**config.mk**
```make
export PLATFORM = sky130hd
export DESIGN_NAME = fetch_sequencer
export DESIGN_NICKNAME = d
export VERILOG_FILES = /design/src/rtl/fetch_sequencer_pkg.sv /design/src/rtl/fetch_sequencer_pc_incr.sv /design/src/rtl/fetch_sequencer.sv
export SDC_FILE = /design/constraint.sdc
export NUM_CORES = 1
export LEC_CHECK = 0
export ABC_AREA = 1
export CORE_MARGIN = 2
export CORE_UTILIZATION = 59
export DETAILED_ROUTE_END_ITERATION = 6
export DONT_BUFFER_PORTS = 1
export PLACE_DENSITY = 0.75
export SKIP_LAST_GASP = 1
export SLEW_MARGIN = 10
export SYNTH_ARGS = -nofsm -noshare
export SYNTH_HDL_FRONTEND = slang
export SYNTH_SLANG_ARGS = --single-unit
```
**constraint.sdc**
```tcl
create_clock -name clk_i -period 13.1 [get_ports clk_i]
set_clock_uncertainty 0.05 [all_clocks]
set_input_delay 1.965 -clock clk_i [delete_from_list [all_inputs] [get_ports clk_i]]
set_output_delay 1.965 -clock clk_i [all_outputs]
set_load 0.05 [all_outputs]
```
**src/rtl/fetch_sequencer_pkg.sv**
```systemverilog
`default_nettype none
// ============================================================================
// Module  : fetch_sequencer_pkg
// Purpose : Shared definitions for the IF-stage fetch sequencer.
//           - FSM state encoding (IDLE / REQ / HOLD, 2 bits)
//           - default address/instruction width and reset vector
// Revision: 1.0  initial release
// ============================================================================
package fetch_sequencer_pkg;

  localparam int          FS_WIDTH     = 32;
  localparam logic [31:0] FS_RESET_VEC = 32'h0000_0000;

  typedef enum logic [1:0] {
    ST_IDLE = 2'd0,  // first cycle after reset, no request yet
    ST_REQ  = 2'd1,  // fetch request outstanding on the I-memory port
    ST_HOLD = 2'd2   // fetched word presented to IF/ID, waiting for ready
  } fs_state_e;

endpackage
`default_nettype wire

```
**src/rtl/fetch_sequencer_pc_incr.sv**
```systemverilog
`default_nettype none
// ============================================================================
// Module  : fetch_sequencer_pc_incr
// Purpose : Word-address incrementer (pc_incr). Combinational +1, modulo
//           2^WIDTH; the all-ones address wraps to zero with no carry out.
// Ports   : addr_i      in  WIDTH  address to increment
//           addr_inc_o  out WIDTH  addr_i + 1
// Revision: 1.0  initial release
// ============================================================================
module fetch_sequencer_pc_incr #(
  parameter int WIDTH = 32
) (
  input  logic [WIDTH-1:0] addr_i,
  output logic [WIDTH-1:0] addr_inc_o
);

  assign addr_inc_o = addr_i + WIDTH'(1);

endmodule
`default_nettype wire

```
**src/rtl/fetch_sequencer.sv**
```systemverilog
`default_nettype none
// ============================================================================
// Module  : fetch_sequencer
// Purpose : IF-stage program-counter controller. Owns the PC, issues one
//           outstanding fetch at a time to instruction memory, presents the
//           fetched word to IF/ID with valid/ready, and applies EX redirects,
//           discarding any fetch that was in flight when a redirect arrived.
// Ports   : clk_i              in   1      rising-edge clock
//           reset_i            in   1      asynchronous active-high reset
//           redirect_valid_i   in   1      EX requests a PC change
//           redirect_target_i  in   WIDTH  new PC
//           imem_req_o         out  1      fetch request (held until ack)
//           imem_addr_o        out  WIDTH  fetch address
//           imem_ack_i         in   1      memory returns imem_rdata_i
//           imem_rdata_i       in   WIDTH  fetched instruction
//           fetch_valid_o      out  1      fetch_instr_o/fetch_pc_o valid
//           fetch_ready_i      in   1      IF/ID accepts this cycle
//           fetch_instr_o      out  WIDTH  instruction to IF/ID
//           fetch_pc_o         out  WIDTH  address of fetch_instr_o
// Revision: 1.0  initial release
// ============================================================================
module fetch_sequencer
  import fetch_sequencer_pkg::*;
#(
  parameter int               WIDTH     = FS_WIDTH,
  parameter logic [WIDTH-1:0] RESET_VEC = WIDTH'(FS_RESET_VEC)
) (
  input  logic             clk_i,
  input  logic             reset_i,
  input  logic             redirect_valid_i,
  input  logic [WIDTH-1:0] redirect_target_i,
  output logic             imem_req_o,
  output logic [WIDTH-1:0] imem_addr_o,
  input  logic             imem_ack_i,
  input  logic [WIDTH-1:0] imem_rdata_i,
  output logic             fetch_valid_o,
  input  logic             fetch_ready_i,
  output logic [WIDTH-1:0] fetch_instr_o,
  output logic [WIDTH-1:0] fetch_pc_o
);

  fs_state_e        state_q, state_d;
  logic [WIDTH-1:0] pc_q, pc_d;             // next sequential fetch address
  logic [WIDTH-1:0] req_addr_q, req_addr_d; // address of current/next request
  logic             kill_q, kill_d;         // in-flight fetch is stale
  logic             imem_req_q, imem_req_d;
  logic [WIDTH-1:0] imem_addr_q;
  logic             fetch_valid_q, fetch_valid_d;
  logic [WIDTH-1:0] fetch_instr_q, fetch_instr_d;
  logic [WIDTH-1:0] fetch_pc_q, fetch_pc_d;
  logic [WIDTH-1:0] req_addr_inc;

  fetch_sequencer_pc_incr #(
    .WIDTH (WIDTH)
  ) u_pc_incr (
    .addr_i     (req_addr_q),
    .addr_inc_o (req_addr_inc)
  );

  // Next-state logic. Redirect has top priority in every state.
  always_comb begin
    state_d       = state_q;
    pc_d          = pc_q;
    req_addr_d    = req_addr_q;
    kill_d        = kill_q;
    imem_req_d    = 1'b0;
    fetch_valid_d = 1'b0;
    fetch_instr_d = fetch_instr_q;
    fetch_pc_d    = fetch_pc_q;

    case (state_q)
      ST_IDLE: begin
        state_d    = ST_REQ;
        imem_req_d = 1'b1;
        if (redirect_valid_i) begin
          pc_d       = redirect_target_i;
          req_addr_d = redirect_target_i;
        end else begin
          req_addr_d = pc_q;
        end
      end

      ST_REQ: begin
        imem_req_d = 1'b1;
        if (redirect_valid_i && imem_ack_i) begin
          // Returning word is for the old path: drop it and start the
          // target fetch right away.
          pc_d       = redirect_target_i;
          req_addr_d = redirect_target_i;
          kill_d     = 1'b0;
        end else if (redirect_valid_i) begin
          // Cannot withdraw a request in flight; mark it stale and keep
          // the address stable. A later redirect simply overwrites pc.
          pc_d   = redirect_target_i;
          kill_d = 1'b1;
        end else if (imem_ack_i && kill_q) begin
          kill_d     = 1'b0;
          req_addr_d = pc_q;
        end else if (imem_ack_i) begin
          fetch_instr_d = imem_rdata_i;
          fetch_pc_d    = req_addr_q;
          pc_d          = req_addr_inc;
          fetch_valid_d = 1'b1;
          imem_req_d    = 1'b0;
          state_d       = ST_HOLD;
        end
      end

      ST_HOLD: begin
        fetch_valid_d = 1'b1;
        if (redirect_valid_i) begin
          // Word is consumed if ready is also high; either way it is gone.
          pc_d          = redirect_target_i;
          req_addr_d    = redirect_target_i;
          fetch_valid_d = 1'b0;
          imem_req_d    = 1'b1;
          state_d       = ST_REQ;
        end else if (fetch_ready_i) begin
          req_addr_d    = pc_q;
          fetch_valid_d = 1'b0;
          imem_req_d    = 1'b1;
          state_d       = ST_REQ;
        end
      end

      default: begin
        state_d = ST_IDLE;
      end
    endcase
  end

  // Single state/output register bank; async reset drops imem_req at once.
  always_ff @(posedge clk_i or posedge reset_i) begin
    if (reset_i) begin
      state_q       <= ST_IDLE;
      pc_q          <= RESET_VEC;
      req_addr_q    <= RESET_VEC;
      kill_q        <= 1'b0;
      imem_req_q    <= 1'b0;
      imem_addr_q   <= '0;
      fetch_valid_q <= 1'b0;
      fetch_instr_q <= '0;
      fetch_pc_q    <= '0;
    end else begin
      state_q       <= state_d;
      pc_q          <= pc_d;
      req_addr_q    <= req_addr_d;
      kill_q        <= kill_d;
      imem_req_q    <= imem_req_d;
      imem_addr_q   <= req_addr_d;
      fetch_valid_q <= fetch_valid_d;
      fetch_instr_q <= fetch_instr_d;
      fetch_pc_q    <= fetch_pc_d;
    end
  end

  assign imem_req_o    = imem_req_q;
  assign imem_addr_o   = imem_addr_q;
  assign fetch_valid_o = fetch_valid_q;
  assign fetch_instr_o = fetch_instr_q;
  assign fetch_pc_o    = fetch_pc_q;

endmodule
`default_nettype wire
```
==> results of run 1 <==
synth_stat cells:
library cell | n | area share (%)
sky130_fd_sc_hd__a31oi_1 | 34 | 2.9
sky130_fd_sc_hd__clkinv_1 | 1 | 0.051
sky130_fd_sc_hd__o22ai_1 | 4 | 0.34
sky130_fd_sc_hd__o211ai_1 | 28 | 2.9
sky130_fd_sc_hd__a21boi_0 | 1 | 0.10
sky130_fd_sc_hd__o2bb2ai_1 | 2 | 0.24
sky130_fd_sc_hd__ha_1 | 5 | 0.86
sky130_fd_sc_hd__a41oi_1 | 2 | 0.24
sky130_fd_sc_hd__nor2_4 | 5 | 0.77
sky130_fd_sc_hd__nor2_2 | 4 | 0.34
sky130_fd_sc_hd__nor2_1 | 124 | 6.4
sky130_fd_sc_hd__mux2_2 | 36 | 5.5
sky130_fd_sc_hd__a22oi_1 | 4 | 0.41
sky130_fd_sc_hd__o21ai_1 | 1 | 0.068
sky130_fd_sc_hd__a22o_1 | 1 | 0.12
sky130_fd_sc_hd__or2_2 | 1 | 0.086
sky130_fd_sc_hd__and2_1 | 2 | 0.17
sky130_fd_sc_hd__inv_1 | 107 | 5.5
sky130_fd_sc_hd__buf_2 | 15 | 1.0
sky130_fd_sc_hd__a211oi_1 | 21 | 2.2
sky130_fd_sc_hd__dfrtp_1 | 133 | 46
sky130_fd_sc_hd__o21ai_0 | 83 | 5.7
sky130_fd_sc_hd__buf_4 | 5 | 0.51
sky130_fd_sc_hd__buf_6 | 6 | 0.92
sky130_fd_sc_hd__inv_2 | 3 | 0.15
sky130_fd_sc_hd__nand2_2 | 1 | 0.086
sky130_fd_sc_hd__nand2_1 | 195 | 10
sky130_fd_sc_hd__clkbuf_1 | 22 | 1.1
sky130_fd_sc_hd__o221ai_1 | 1 | 0.12
sky130_fd_sc_hd__a21oi_1 | 31 | 2.1
sky130_fd_sc_hd__nor3_1 | 3 | 0.21
sky130_fd_sc_hd__nand3_1 | 48 | 3.3
flip-flops by register name (all words and copies together) (netlist names):
signal / flops
fetch_instr_o: 32
fetch_pc_o: 32
imem_addr_o: 32
pc_q: 32
state_q: 2
fetch_valid_o: 1
imem_req_o: 1
kill_q: 1
logic make-up (layout without fill, tap and decap cells):
kind of cell | count (synthesis) | in the layout | share of synthesized area, %
AND/OR/NAND/NOR | 383 | 383 | 21.3
AO/OA/AOI/OAI | 213 | 213 | 17.4
buffers and inverters | 159 | 145 | 9.30
flip-flops | 133 | 133 | 45.6
multiplexers | 36 | 36 | 5.55
adder cells (fa/ha/maj) | 5 | 5 | 0.856
area by class of cell:
class | count | area (um2) | area share (%)
clock buffer | 19 | 443 | 5.58
sequential | 133 | 3330 | 41.9
inverter | 111 | 422 | 5.31
timing repair buffer | 3 | 22.5 | 0.284
tap | 168 | 210 | 2.65
clock inverter | 12 | 201 | 2.54
multi-input combinational | 637 | 3310 | 41.7
path summary, 6_finish.rpt:
path	start	end	slack (ps)	cells past startpoint
worst max-delay path	redirect_valid_i	imem_addr_o[17]	9740	6
worst min-delay path	pc_q[22]	pc_q[22]	480	2
worst max register to register	state_q[1]	pc_q[2]	10210	10
worst min register to register	pc_q[22]	pc_q[22]	480	2
max in group asynchronous	reset_i	pc_q[6]	10290	2
min in group asynchronous	reset_i	fetch_instr_o[29]	1430	1
routing by layer:
layer	global-route usage [%]	vias up
met4	10.4	0
met3	9.38	32
li1	-	3029
met5	0	-
met1	43.6	3096
met2	48.5	408
worst reg2reg max path: stages (launching register included):
cell	delay [ps]
sky130_fd_sc_hd__dfrtp_1	400
sky130_fd_sc_hd__inv_1	90
sky130_fd_sc_hd__ha_1	210
sky130_fd_sc_hd__inv_2	470
sky130_fd_sc_hd__nor2_2	110
sky130_fd_sc_hd__nand2_1	100
sky130_fd_sc_hd__nand2_2	340
sky130_fd_sc_hd__inv_2	690
sky130_fd_sc_hd__nand3_1	140
sky130_fd_sc_hd__o21ai_0	100
sky130_fd_sc_hd__inv_1	80
stage by stage:
step | utilization (%) | hold WS (ps) | instances | instance area [um2] | worst slack (ps)
6_report | 65.8 | 476 | 1083 | 7940 | 9740
5_1_grt | 65.8 | 519 | 1083 | 7940 | 9670
4_1_cts | 65.8 | 483 | 1083 | 7940 | 9810
3_5_place_dp | 60.4 | 471 | 1052 | 7290 | 9380
3_3_place_gp | 60.4 | 459 | 1052 | 7290 | 9440
2_1_floorplan | - | 444 | 929 | 7310 | 7530
==> run_summary.xml, run 1 <==
<?xml version="1.0" encoding="UTF-8"?>
<metrics>
  <group name="drt">
    <metric name="top_layer_used" unit="">met4</metric>
    <metric name="starting_drt_drc_count" unit="">789</metric>
    <metric name="routed_wirelength" unit="mm">20.8</metric>
    <metric name="drc_errors" unit="">0</metric>
    <metric name="route.met2.wl" unit="mm">9.38</metric>
    <metric name="num_vias" unit="">6565</metric>
    <metric name="drtPass1Iterations" unit="">6</metric>
    <metric name="m1WireLength" unit="mm">8.79</metric>
    <metric name="met3_wirelength" unit="mm">2.25</metric>
    <metric name="routed_wire_length_per_instance" unit="um">19.2</metric>
    <metric name="vias_per_cell" unit="">6.06</metric>
    <metric name="ant_nets" unit="">0</metric>
  </group>
  <group name="die">
    <metric name="die-width" unit="um">115</metric>
    <metric name="chipHeight" unit="um">115</metric>
    <metric name="placeableCoreArea" unit="mm2">0.0121</metric>
    <metric name="full_die_area" unit="mm2">0.0133</metric>
    <metric name="start_util" unit="%">60.6</metric>
    <metric name="ios" unit="">167</metric>
    <metric name="std_cell_rows" unit="">40</metric>
  </group>
  <group name="cells_and_area">
    <metric name="layout.filler_cells" unit="">1047</metric>
    <metric name="insertedDiodeCount" unit="">0</metric>
    <metric name="layout.cells.most_common_list" unit="">sky130_fd_sc_hd__nand2_1 (193), sky130_fd_sc_hd__dfrtp_1 (133), sky130_fd_sc_hd__nor2_1 (124)</metric>
    <metric name="areaGrowthSynthToFinish" unit="%">8.61</metric>
    <metric name="drive_gt1_share" unit="%">9.40</metric>
    <metric name="mostFrequentLayoutCell" unit="">sky130_fd_sc_hd__nand2_1</metric>
    <metric name="final_nets" unit="">977</metric>
  </group>
  <group name="grt">
    <metric name="grt_pass1_wl" unit="mm">32.3</metric>
    <metric name="remaining_overflow_grt" unit="">0</metric>
    <metric name="antenna_found_initial" unit="">0</metric>
    <metric name="track_usage" unit="%">31.7</metric>
    <metric name="pin_count_of_the_biggest_net_entering_global_routing" unit="">94</metric>
    <metric name="grt_pass1_vias" unit="">6196</metric>
  </group>
  <group name="worst_setup_path">
    <metric name="worstPathCellList" unit="">nand2_2 &gt; inv_1 &gt; nor2_1 &gt; o22ai_1 &gt; nand2_1 &gt; o21ai_0</metric>
    <metric name="sort_of_element_at_the_end_of_the_critical_path" unit="">flip-flop</metric>
    <metric name="cp_top_family" unit="">simple AND/OR/NAND/NOR gates</metric>
    <metric name="cp_data_required_time" unit="ps">13330</metric>
    <metric name="worst_ep_arrival_time" unit="ps">3580</metric>
    <metric name="critPathLaunchType" unit="">input port</metric>
    <metric name="timing.critical_path.slowest_stage_cell" unit="">sky130_fd_sc_hd__nand2_2</metric>
    <metric name="critical-path-max-stage-delay" unit="ps">840</metric>
    <metric name="crit_path_max_fanout" unit="">71</metric>
    <metric name="worstPathBufferInverterCount" unit="">1</metric>
    <metric name="setup.worst_path.class" unit="">in -&gt; reg</metric>
  </group>
  <group name="clock_tree">
    <metric name="clock_tree_from_tritoncts" unit="">done</metric>
    <metric name="clock-sinks" unit="">133</metric>
    <metric name="cts_resized" unit="">0</metric>
    <metric name="cts-hold-fix-buffers" unit="">0</metric>
    <metric name="root_buffer" unit="">sky130_fd_sc_hd__clkbuf_16</metric>
    <metric name="cts_post_setup_buffers_inserted" unit="">0</metric>
    <metric name="ctsHtreeMaxLevel" unit="">4</metric>
    <metric name="tritoncts.num_buffers" unit="">17</metric>
    <metric name="largest_buffer_count_on_any_clock_path" unit="">2</metric>
    <metric name="clk_pin_slew_worst_setup_hold_paths" unit="ps">60</metric>
    <metric name="clock_latency" unit="ps">430</metric>
  </group>
  <group name="timing">
    <metric name="slew_worst_pin" unit="ps">1190</metric>
    <metric name="timing.slew.headroom" unit="%">20.2</metric>
    <metric name="finalCriticalPeriod" unit="ps">3360</metric>
    <metric name="fmax" unit="GHz">0.298</metric>
    <metric name="setup_viol" unit="">0</metric>
    <metric name="unrepaired_setup_endpoints_after_global_routing" unit="">false</metric>
    <metric name="drv_slew" unit="">0</metric>
    <metric name="final.setup.tns" unit="ps">0</metric>
    <metric name="hold_violations" unit="">0</metric>
    <metric name="post-route-period-util" unit="%">25.6</metric>
  </group>
  <group name="yosys">
    <metric name="synth_fp_nets" unit="">1003</metric>
    <metric name="yosys.cell_types.count" unit="">32</metric>
    <metric name="number_of_cells_produced_by_synthesis" unit="">929</metric>
    <metric name="synthesis.yosys.warnings" unit="">0</metric>
    <metric name="synth_area" unit="mm2">0.00731</metric>
    <metric name="mapped_avg_cell_area" unit="um2">7.86</metric>
    <metric name="ys_ff_latch" unit="">133</metric>
    <metric name="yosysSeqAreaShare" unit="%">45.6</metric>
  </group>
  <group name="job">
    <metric name="drv_cap" unit="">0</metric>
  </group>
  <group name="placed_design">
    <metric name="place.gp.congestion" unit="">0.905</metric>
    <metric name="port_buffers" unit="">0</metric>
    <metric name="hpwl" unit="mm">14.1</metric>
  </group>
  <group name="min_path">
    <metric name="path_class_of_the_lowest_slack_min_delay_path" unit="">reg -&gt; reg</metric>
  </group>
  <group name="outcome">
    <metric name="outcome" unit="">finished, final reports clean</metric>
  </group>
</metrics>
Power of run 1 is left out: the tool's default activity adds up to more than one toggle a clock period on the data nets, which glitch-free logic cannot reach.
==> run 2: changes to the inputs <==
Clock period 13.1 ns to 3.25 ns, I/O delays scaled along.
==> run 2 against run 1 <==
Effect of this change: core utilization is 0.15 points higher; die area stayed put; register-to-register slack worse by 9400 ps; setup slack worse by 8900 ps; critical path depth is 3 higher; flip-flop and latch count stayed put; final area is 0.22% higher; final cell count is 1.0% higher; global-route usage is 0.53 points lower; wire length is 0.78% lower.
==> run_summary.xml, run 2 (synthesis gave the netlist of run 1 again) <==
<?xml version="1.0" encoding="UTF-8"?>
<metrics>
  <group name="outcome">
    <metric name="outcome" unit="">finished, final reports clean</metric>
  </group>
  <group name="clock_tree">
    <metric name="ctsHtreeMaxLevel" unit="">4</metric>
    <metric name="clock_tree_from_tritoncts" unit="">done</metric>
    <metric name="root_buffer" unit="">sky130_fd_sc_hd__clkbuf_16</metric>
    <metric name="largest_buffer_count_on_any_clock_path" unit="">2</metric>
    <metric name="cts-hold-fix-buffers" unit="">0</metric>
    <metric name="clock_latency" unit="ps">420</metric>
    <metric name="tritoncts.num_buffers" unit="">17</metric>
    <metric name="cts_resized" unit="">0</metric>
    <metric name="clock-sinks" unit="">133</metric>
    <metric name="clk_pin_slew_worst_setup_hold_paths" unit="ps">60</metric>
    <metric name="cts_post_setup_buffers_inserted" unit="">0</metric>
  </group>
  <group name="worst_setup_path">
    <metric name="crit_path_max_fanout" unit="">26</metric>
    <metric name="setup.worst_path.class" unit="">reg -&gt; reg</metric>
    <metric name="cp_data_required_time" unit="ps">3500</metric>
    <metric name="critical_path.reg2reg.endpoint" unit="">pc_q[2]</metric>
    <metric name="worst_r2r_path_depth" unit="">9</metric>
    <metric name="rrSetupSlack" unit="ps">810</metric>
    <metric name="crit-reg2reg-launch" unit="">state_q[0]</metric>
    <metric name="worst_ep_arrival_time" unit="ps">2700</metric>
    <metric name="sort_of_element_at_the_end_of_the_critical_path" unit="">flip-flop</metric>
    <metric name="critPathLaunchType" unit="">flip-flop</metric>
  </group>
  <group name="drt">
    <metric name="routed_wire_length_per_instance" unit="um">18.9</metric>
    <metric name="starting_drt_drc_count" unit="">873</metric>
    <metric name="vias_per_cell" unit="">6.07</metric>
    <metric name="drc_errors" unit="">0</metric>
    <metric name="routed_wirelength" unit="mm">20.7</metric>
    <metric name="ant_nets" unit="">0</metric>
    <metric name="num_vias" unit="">6643</metric>
    <metric name="drtPass1Iterations" unit="">6</metric>
  </group>
  <group name="timing">
    <metric name="fmax" unit="GHz">0.409</metric>
    <metric name="drv_slew" unit="">0</metric>
    <metric name="post-route-period-util" unit="%">75.2</metric>
    <metric name="setup_viol" unit="">0</metric>
    <metric name="worst_hold_slack" unit="ps">32.9</metric>
    <metric name="finalCriticalPeriod" unit="ps">2440</metric>
    <metric name="final.setup.tns" unit="ps">0</metric>
    <metric name="hold_violations" unit="">0</metric>
    <metric name="slew_worst_pin" unit="ps">945</metric>
    <metric name="timing.slew.headroom" unit="%">37.0</metric>
    <metric name="unrepaired_setup_endpoints_after_global_routing" unit="">false</metric>
  </group>
  <group name="cells_and_area">
    <metric name="areaGrowthSynthToFinish" unit="%">8.85</metric>
    <metric name="final_nets" unit="">987</metric>
    <metric name="layout.cells.most_common_list" unit="">sky130_fd_sc_hd__nand2_1 (193), sky130_fd_sc_hd__dfrtp_1 (133), sky130_fd_sc_hd__nor2_1 (124)</metric>
    <metric name="mostFrequentLayoutCell" unit="">sky130_fd_sc_hd__nand2_1</metric>
    <metric name="insertedDiodeCount" unit="">0</metric>
    <metric name="layout.filler_cells" unit="">983</metric>
    <metric name="drive_gt1_share" unit="%">10.5</metric>
  </group>
  <group name="die">
    <metric name="start_util" unit="%">60.6</metric>
    <metric name="chipHeight" unit="um">115</metric>
    <metric name="placeableCoreArea" unit="mm2">0.0121</metric>
    <metric name="die-width" unit="um">115</metric>
    <metric name="ios" unit="">167</metric>
    <metric name="full_die_area" unit="mm2">0.0133</metric>
    <metric name="std_cell_rows" unit="">40</metric>
  </group>
  <group name="grt">
    <metric name="grt_pass1_vias" unit="">6333</metric>
    <metric name="pin_count_of_the_biggest_net_entering_global_routing" unit="">94</metric>
    <metric name="remaining_overflow_grt" unit="">0</metric>
    <metric name="antenna_found_initial" unit="">1</metric>
    <metric name="track_usage" unit="%">31.2</metric>
    <metric name="grt_pass1_wl" unit="mm">32.0</metric>
  </group>
  <group name="placed_design">
    <metric name="hpwl" unit="mm">14.2</metric>
    <metric name="place.gp.congestion" unit="">0.953</metric>
    <metric name="port_buffers" unit="">0</metric>
  </group>
  <group name="min_path">
    <metric name="path_class_of_the_lowest_slack_min_delay_path" unit="">in -&gt; async</metric>
  </group>
  <group name="job">
    <metric name="drv_cap" unit="">0</metric>
  </group>
</metrics>
## run 2: changes by cell type in the layout (fill, tap and decap cells not counted), sizes merged
cell,delta
clkbuf,+1
bufinv,-4
inv,-3
clkinv,+4
buf,+10
clkinvlp,+3
## run 2: layer usage
layer	global-route usage, %	part of all wire, %	vias up
li1	-	-	3049
met1	40.5	39	3079
met2	48.3	45	456
met3	11.0	13	59
met4	11.9	2.7	0
met5	0	0	-
## run 2: worst max-delay path by stage
stage                        to  slack (ps)  startpoint
6_report                pc_q[2]         810  state_q[0]
2_1_floorplan  fetch_instr_o[0]        1060     reset_i
3_3_place_gp            pc_q[2]         960  state_q[0]
5_1_grt                 pc_q[2]         610  state_q[0]
3_5_place_dp            pc_q[9]         860  state_q[0]
4_1_cts                 pc_q[2]         850  state_q[0]
## run 2: critical path: stages (launching register included)
cell	delay, ps
sky130_fd_sc_hd__dfrtp_1	400
sky130_fd_sc_hd__inv_1	100
sky130_fd_sc_hd__ha_1	230
sky130_fd_sc_hd__nor2_4	80
sky130_fd_sc_hd__nand2_1	180
sky130_fd_sc_hd__clkinv_1	720
sky130_fd_sc_hd__nand3_1	280
sky130_fd_sc_hd__nand3_1	90
sky130_fd_sc_hd__o21ai_0	120
sky130_fd_sc_hd__inv_1	60
## run 2: cell type report
cell class | instances | area [um2] | area share, %
Sequential cell | 133 | 3330 | 41.9
Multi-Input combinational cell | 637 | 3310 | 41.6
Clock buffer | 20 | 457 | 5.74
Inverter | 111 | 420 | 5.29
Tap cell | 168 | 210 | 2.64
Timing Repair Buffer | 13 | 123 | 1.54
Clock inverter | 12 | 106 | 1.34
## run 2: metrics by stage
step	util (%)	worst slack, ps	instance area, um2	instances
global route	65.9	607	7950	1094
finish	65.9	806	7950	1094
detailed placement	61.3	857	7390	1062
floorplan	-	1060	7310	929
CTS	65.9	852	7950	1094
global placement	61.3	963	7390	1062
Power of run 2 is left out for the same reason.
==> run 3: changes to the inputs <==
Settings changed: CORE_UTILIZATION 59 to 58, PLACE_DENSITY 0.75 to 0.76.
Clock period 3.25 ns to 2 ns, I/O delays scaled along.
==> run 3 against run 2 <==
Effect of this change: register-to-register slack worse by 750 ps; wire length up 4.5%; final area up 10%; critical path type unchanged; largest cell class unchanged; final cell count up 6.9%; count of clock-buffer cells in the layout up 1; sequential share of layout area down 3.9 points; maximum frequency up 26%; die area up 1.7%; non-clock buffer count up 77; setup slack worse by 750 ps; first-iteration DRC count down 17%; worst hold slack worse by 20 ps.
==> run_summary.xml, run 3 (synthesis gave the netlist of run 1 again) <==
<?xml version="1.0" encoding="UTF-8"?>
<metrics>
  <group name="clock_tree">
    <metric name="tritoncts.num_buffers" unit="">17</metric>
    <metric name="clock-sinks" unit="">133</metric>
    <metric name="clock_latency" unit="ps">420</metric>
    <metric name="clk_pin_slew_worst_setup_hold_paths" unit="ps">60</metric>
    <metric name="root_buffer" unit="">sky130_fd_sc_hd__clkbuf_16</metric>
    <metric name="clock_tree_from_tritoncts" unit="">done</metric>
    <metric name="largest_buffer_count_on_any_clock_path" unit="">2</metric>
    <metric name="ctsHtreeMaxLevel" unit="">4</metric>
  </group>
  <group name="drt">
    <metric name="starting_drt_drc_count" unit="">724</metric>
    <metric name="m1WireLength" unit="mm">8.71</metric>
    <metric name="vias_per_cell" unit="">5.78</metric>
    <metric name="route.met2.wl" unit="mm">9.69</metric>
    <metric name="num_vias" unit="">6764</metric>
    <metric name="drc_errors" unit="">0</metric>
    <metric name="top_layer_used" unit="">met4</metric>
    <metric name="routed_wire_length_per_instance" unit="um">18.5</metric>
    <metric name="met3_wirelength" unit="mm">2.67</metric>
    <metric name="drtPass1Iterations" unit="">6</metric>
    <metric name="ant_nets" unit="">0</metric>
    <metric name="routed_wirelength" unit="mm">21.6</metric>
  </group>
  <group name="die">
    <metric name="start_util" unit="%">60.1</metric>
    <metric name="ios" unit="">167</metric>
    <metric name="std_cell_rows" unit="">40</metric>
    <metric name="full_die_area" unit="mm2">0.0135</metric>
    <metric name="chipHeight" unit="um">116</metric>
    <metric name="die-width" unit="um">116</metric>
    <metric name="placeableCoreArea" unit="mm2">0.0122</metric>
  </group>
  <group name="worst_setup_path">
    <metric name="crit_path_max_fanout" unit="">16</metric>
    <metric name="crit-reg2reg-launch" unit="">state_q[0]</metric>
    <metric name="critPathLaunchType" unit="">flip-flop</metric>
    <metric name="sort_of_element_at_the_end_of_the_critical_path" unit="">flip-flop</metric>
    <metric name="setup.worst_path.class" unit="">reg -&gt; reg</metric>
    <metric name="worst_ep_arrival_time" unit="ps">2170</metric>
    <metric name="cp_data_required_time" unit="ps">2230</metric>
    <metric name="critical_path.startpoint" unit="">state_q[0]</metric>
  </group>
  <group name="cells_and_area">
    <metric name="drive_gt1_share" unit="%">14.3</metric>
    <metric name="areaGrowthSynthToFinish" unit="%">20.1</metric>
    <metric name="mostFrequentLayoutCell" unit="">sky130_fd_sc_hd__nand2_1</metric>
    <metric name="final_util" unit="%">72.2</metric>
    <metric name="insertedDiodeCount" unit="">0</metric>
    <metric name="final_nets" unit="">1064</metric>
    <metric name="finalNonFillerCells" unit="">1170</metric>
    <metric name="layout.cells.most_common_list" unit="">sky130_fd_sc_hd__nand2_1 (193), sky130_fd_sc_hd__dfrtp_1 (132), sky130_fd_sc_hd__nor2_1 (124)</metric>
  </group>
  <group name="grt">
    <metric name="grt_pass1_vias" unit="">6194</metric>
    <metric name="grt_pass1_wl" unit="mm">32.0</metric>
    <metric name="pin_count_of_the_biggest_net_entering_global_routing" unit="">134</metric>
    <metric name="remaining_overflow_grt" unit="">0</metric>
    <metric name="track_usage" unit="%">31.3</metric>
    <metric name="antenna_found_initial" unit="">0</metric>
  </group>
  <group name="min_path">
    <metric name="path_class_of_the_lowest_slack_min_delay_path" unit="">in -&gt; reg</metric>
    <metric name="holdCritStartpoint" unit="">imem_ack_i</metric>
  </group>
  <group name="timing">
    <metric name="post-route-period-util" unit="%">97.0</metric>
    <metric name="drv_slew" unit="">0</metric>
    <metric name="setup_viol" unit="">0</metric>
    <metric name="finalCriticalPeriod" unit="ps">1940</metric>
    <metric name="hold_violations" unit="">0</metric>
    <metric name="slew_worst_pin" unit="ps">695</metric>
    <metric name="timing.slew.headroom" unit="%">53.6</metric>
    <metric name="final.setup.worst_slack" unit="ps">60.3</metric>
    <metric name="fmax" unit="GHz">0.516</metric>
  </group>
  <group name="placed_design">
    <metric name="place.gp.congestion" unit="">0.892</metric>
    <metric name="place.detailed.instances" unit="">1098</metric>
    <metric name="hpwl" unit="mm">14.2</metric>
    <metric name="placement.setup.worst_slack" unit="ps">46.3</metric>
    <metric name="port_buffers" unit="">0</metric>
  </group>
  <group name="job">
    <metric name="drv_cap" unit="">0</metric>
  </group>
  <group name="outcome">
    <metric name="outcome" unit="">finished, final reports clean</metric>
  </group>
</metrics>
==> run 3: per-stage QoR <==
step	hold WS (ps)	setup TNS [ps]	cell area, um2
final	13.3	0	8780
after global routing	18.3	-19.2	8780
after CTS	4.24	0	8620
after detailed placement	394	0	7700
after global placement	391	0	7700
after floorplan	400	-157	7310
==> run 3: critical path, cell delays in order (launching register included) <==
cell and delay, ps:
sky130_fd_sc_hd__dfrtp_2 410, sky130_fd_sc_hd__buf_4 150, sky130_fd_sc_hd__ha_4 170, sky130_fd_sc_hd__buf_8 150, sky130_fd_sc_hd__nand3_1 90, sky130_fd_sc_hd__nand2_1 70, sky130_fd_sc_hd__a21oi_2 150, sky130_fd_sc_hd__nor2_4 60
sky130_fd_sc_hd__buf_12 140, sky130_fd_sc_hd__clkbuf_16 180, sky130_fd_sc_hd__nand2_1 80, sky130_fd_sc_hd__o21ai_0 90
==> run 3: repair_timing <==
| item | in CTS | in global routing |
|---|---|---|
| resized for setup | 0 | 9 |
| setup endpoints to repair | 0 | 60 |
| hold buffers | 33 | 0 |
| hold endpoints to repair | 165 | 0 |
| setup buffers | 0 | 4 |
==> run 3: area by class of cell <==
| class | instances | area [um2] |
|---|---|---|
| Timing Repair Buffer | 90 | 897 |
| Clock inverter | 10 | 130 |
| Inverter | 111 | 423 |
| Fill cell | 941 | 3380 |
| Multi-Input combinational cell | 637 | 3330 |
| Tap cell | 168 | 210 |
| Sequential cell | 133 | 3330 |
| Clock buffer | 21 | 460 |
==> run 3: routing by layer <==
layer	global-route usage (%)	vias to the layer above
met5	0	-
met4	11.3	0
met3	10.2	44
met2	48.4	418
met1	41.4	3100
li1	-	3202
==> run 3: final timing paths <==
| kind | endpoint | slack [ps] | cells after the start |
|---|---|---|---|
| max | imem_addr_o[3] | 60 | 11 |
| min | kill_q | 10 | 2 |
| max reg2reg | imem_addr_o[3] | 60 | 11 |
| min reg2reg | pc_q[24] | 480 | 2 |
| max in group asynchronous | state_q[0] | 830 | 3 |
| min in group asynchronous | fetch_pc_o[26] | 530 | 3 |
Power of run 3 is left out for the same reason.
==> RTL change: new RTL, flow settings as in run 2 <==
`FS_WIDTH`: 32 -> 64.
--- a/src/rtl/fetch_sequencer_pkg.sv
+++ b/src/rtl/fetch_sequencer_pkg.sv
@@ -8,7 +8,7 @@
 // ============================================================================
 package fetch_sequencer_pkg;
 
-  localparam int          FS_WIDTH     = 32;
+  localparam int          FS_WIDTH     = 64;
   localparam logic [31:0] FS_RESET_VEC = 32'h0000_0000;
 
   typedef enum logic [1:0] {
Ports: changed (5 resized); port bits go from 167 to 327. The function was not compared with the original's and may differ.
==> RTL change against run 2 <==
  * Non-clock buffer count is 50 higher
  * Area after synthesis increased by 99%
  * Setup slack got worse by 0.060 ns
  * Via count is 97% higher
  * Critical endpoint is now pc_q[29]
  * Final area up 100%
  * Largest cell class is now multi-input gates
  * Die area grew 95%
  * Routed wire length grew 110%
  * Sequential cell count grew 128
  * Sequential share of layout area decreased by 1.2 points
==> RTL change: results <==
group,metric,value,unit
detailed_routing,m1WireLength,17500,µm
timing,post-route-min-period,2.50,ns
clocking,clockBufferDepth,3,
synthesis,synthAdderAreaFrac,0.430,%
detailed_routing,firstDrtPassIters,5,
global_route,grt_max_degree,130,
setup_path,cp.arrival,2.91,ns
clocking,cts_buffers,29,
synthesis,synth_mux_area_share,5.19,%
setup_path,reg2regPathDepth,7,
setup_path,worstPathMaxFanout,39,
detailed_routing,routed_wl,44100,µm
synthesis,synthXorXnorAreaFrac,0.361,%
clocking,clock_latency,0.55,ns
detailed_routing,vias,13093,
synthesis,synth.distinct_cells,39,
synthesis,synth.area.top_cells,"dfrtp_1, nand2_1, nor2_1, mux2_2, o21ai_0",
synthesis,syn_inst,1841,
synthesis,synth_common_cells,"nand2_1, dfrtp_1, nor2_1",
status,status,"completed",
detailed_routing,initialDrtViolationCount,1233,
setup_path,r2r_end,"pc_q[29]",
setup_path,cpLargestDelayFamily,"simple AND/OR/NAND/NOR gates",
setup_path,slowest_stage,"or2_1",
place,place.gp.congestion,0.956,
global_route,grt_first_pass_wirelength,69000,µm
global_route,grt_pass1_vias,12253,
finish,final_nets,1967,
clocking,h-tree-depth,1,
setup_path,max_stage_delay,0.46,ns
setup_path,worst-r2r-setup-slack,0.75,ns
place,pre_cts_ws,0.832,ns
RTL change: cell types whose count changed in the layout (fill, tap and decap cells not counted), sizes merged, moves of 35 or more:
cell	delta
nand2	+222
dfrtp	+128
nor2	+91
a21oi	+88
inv	+67
o21ai	+65
buf	+49
nand3	+35
RTL change: area by class of cell:
cell class	count	area [µm²]
fill	2055	8180
clock buffer	38	810
tap	324	405
multi-input combinational	1296	6900
sequential	261	6530
inverter	178	672
timing repair buffer	63	576
clock inverter	13	174
RTL change: per-stage QoR:
step,cell area [µm²],hold WS (ns),util (%),setup TNS (ns)
floorplan,14600,0.445,-,-190.28
global placement,15100,0.464,62.2,0
detailed placement,15100,0.476,62.2,0
CTS,16100,0.0268,66.3,0
global route,16100,0.0284,66.3,0
finish,16100,0.0332,66.3,0
RTL change: layer usage:
| layer | vias up | track usage (%) |
|---|---|---|
| met3 | 79 | 8.37 |
| met4 | 0 | 8.48 |
| met5 | - | 0 |
| li1 | 6144 | - |
| met2 | 634 | 55.4 |
| met1 | 6236 | 44.0 |
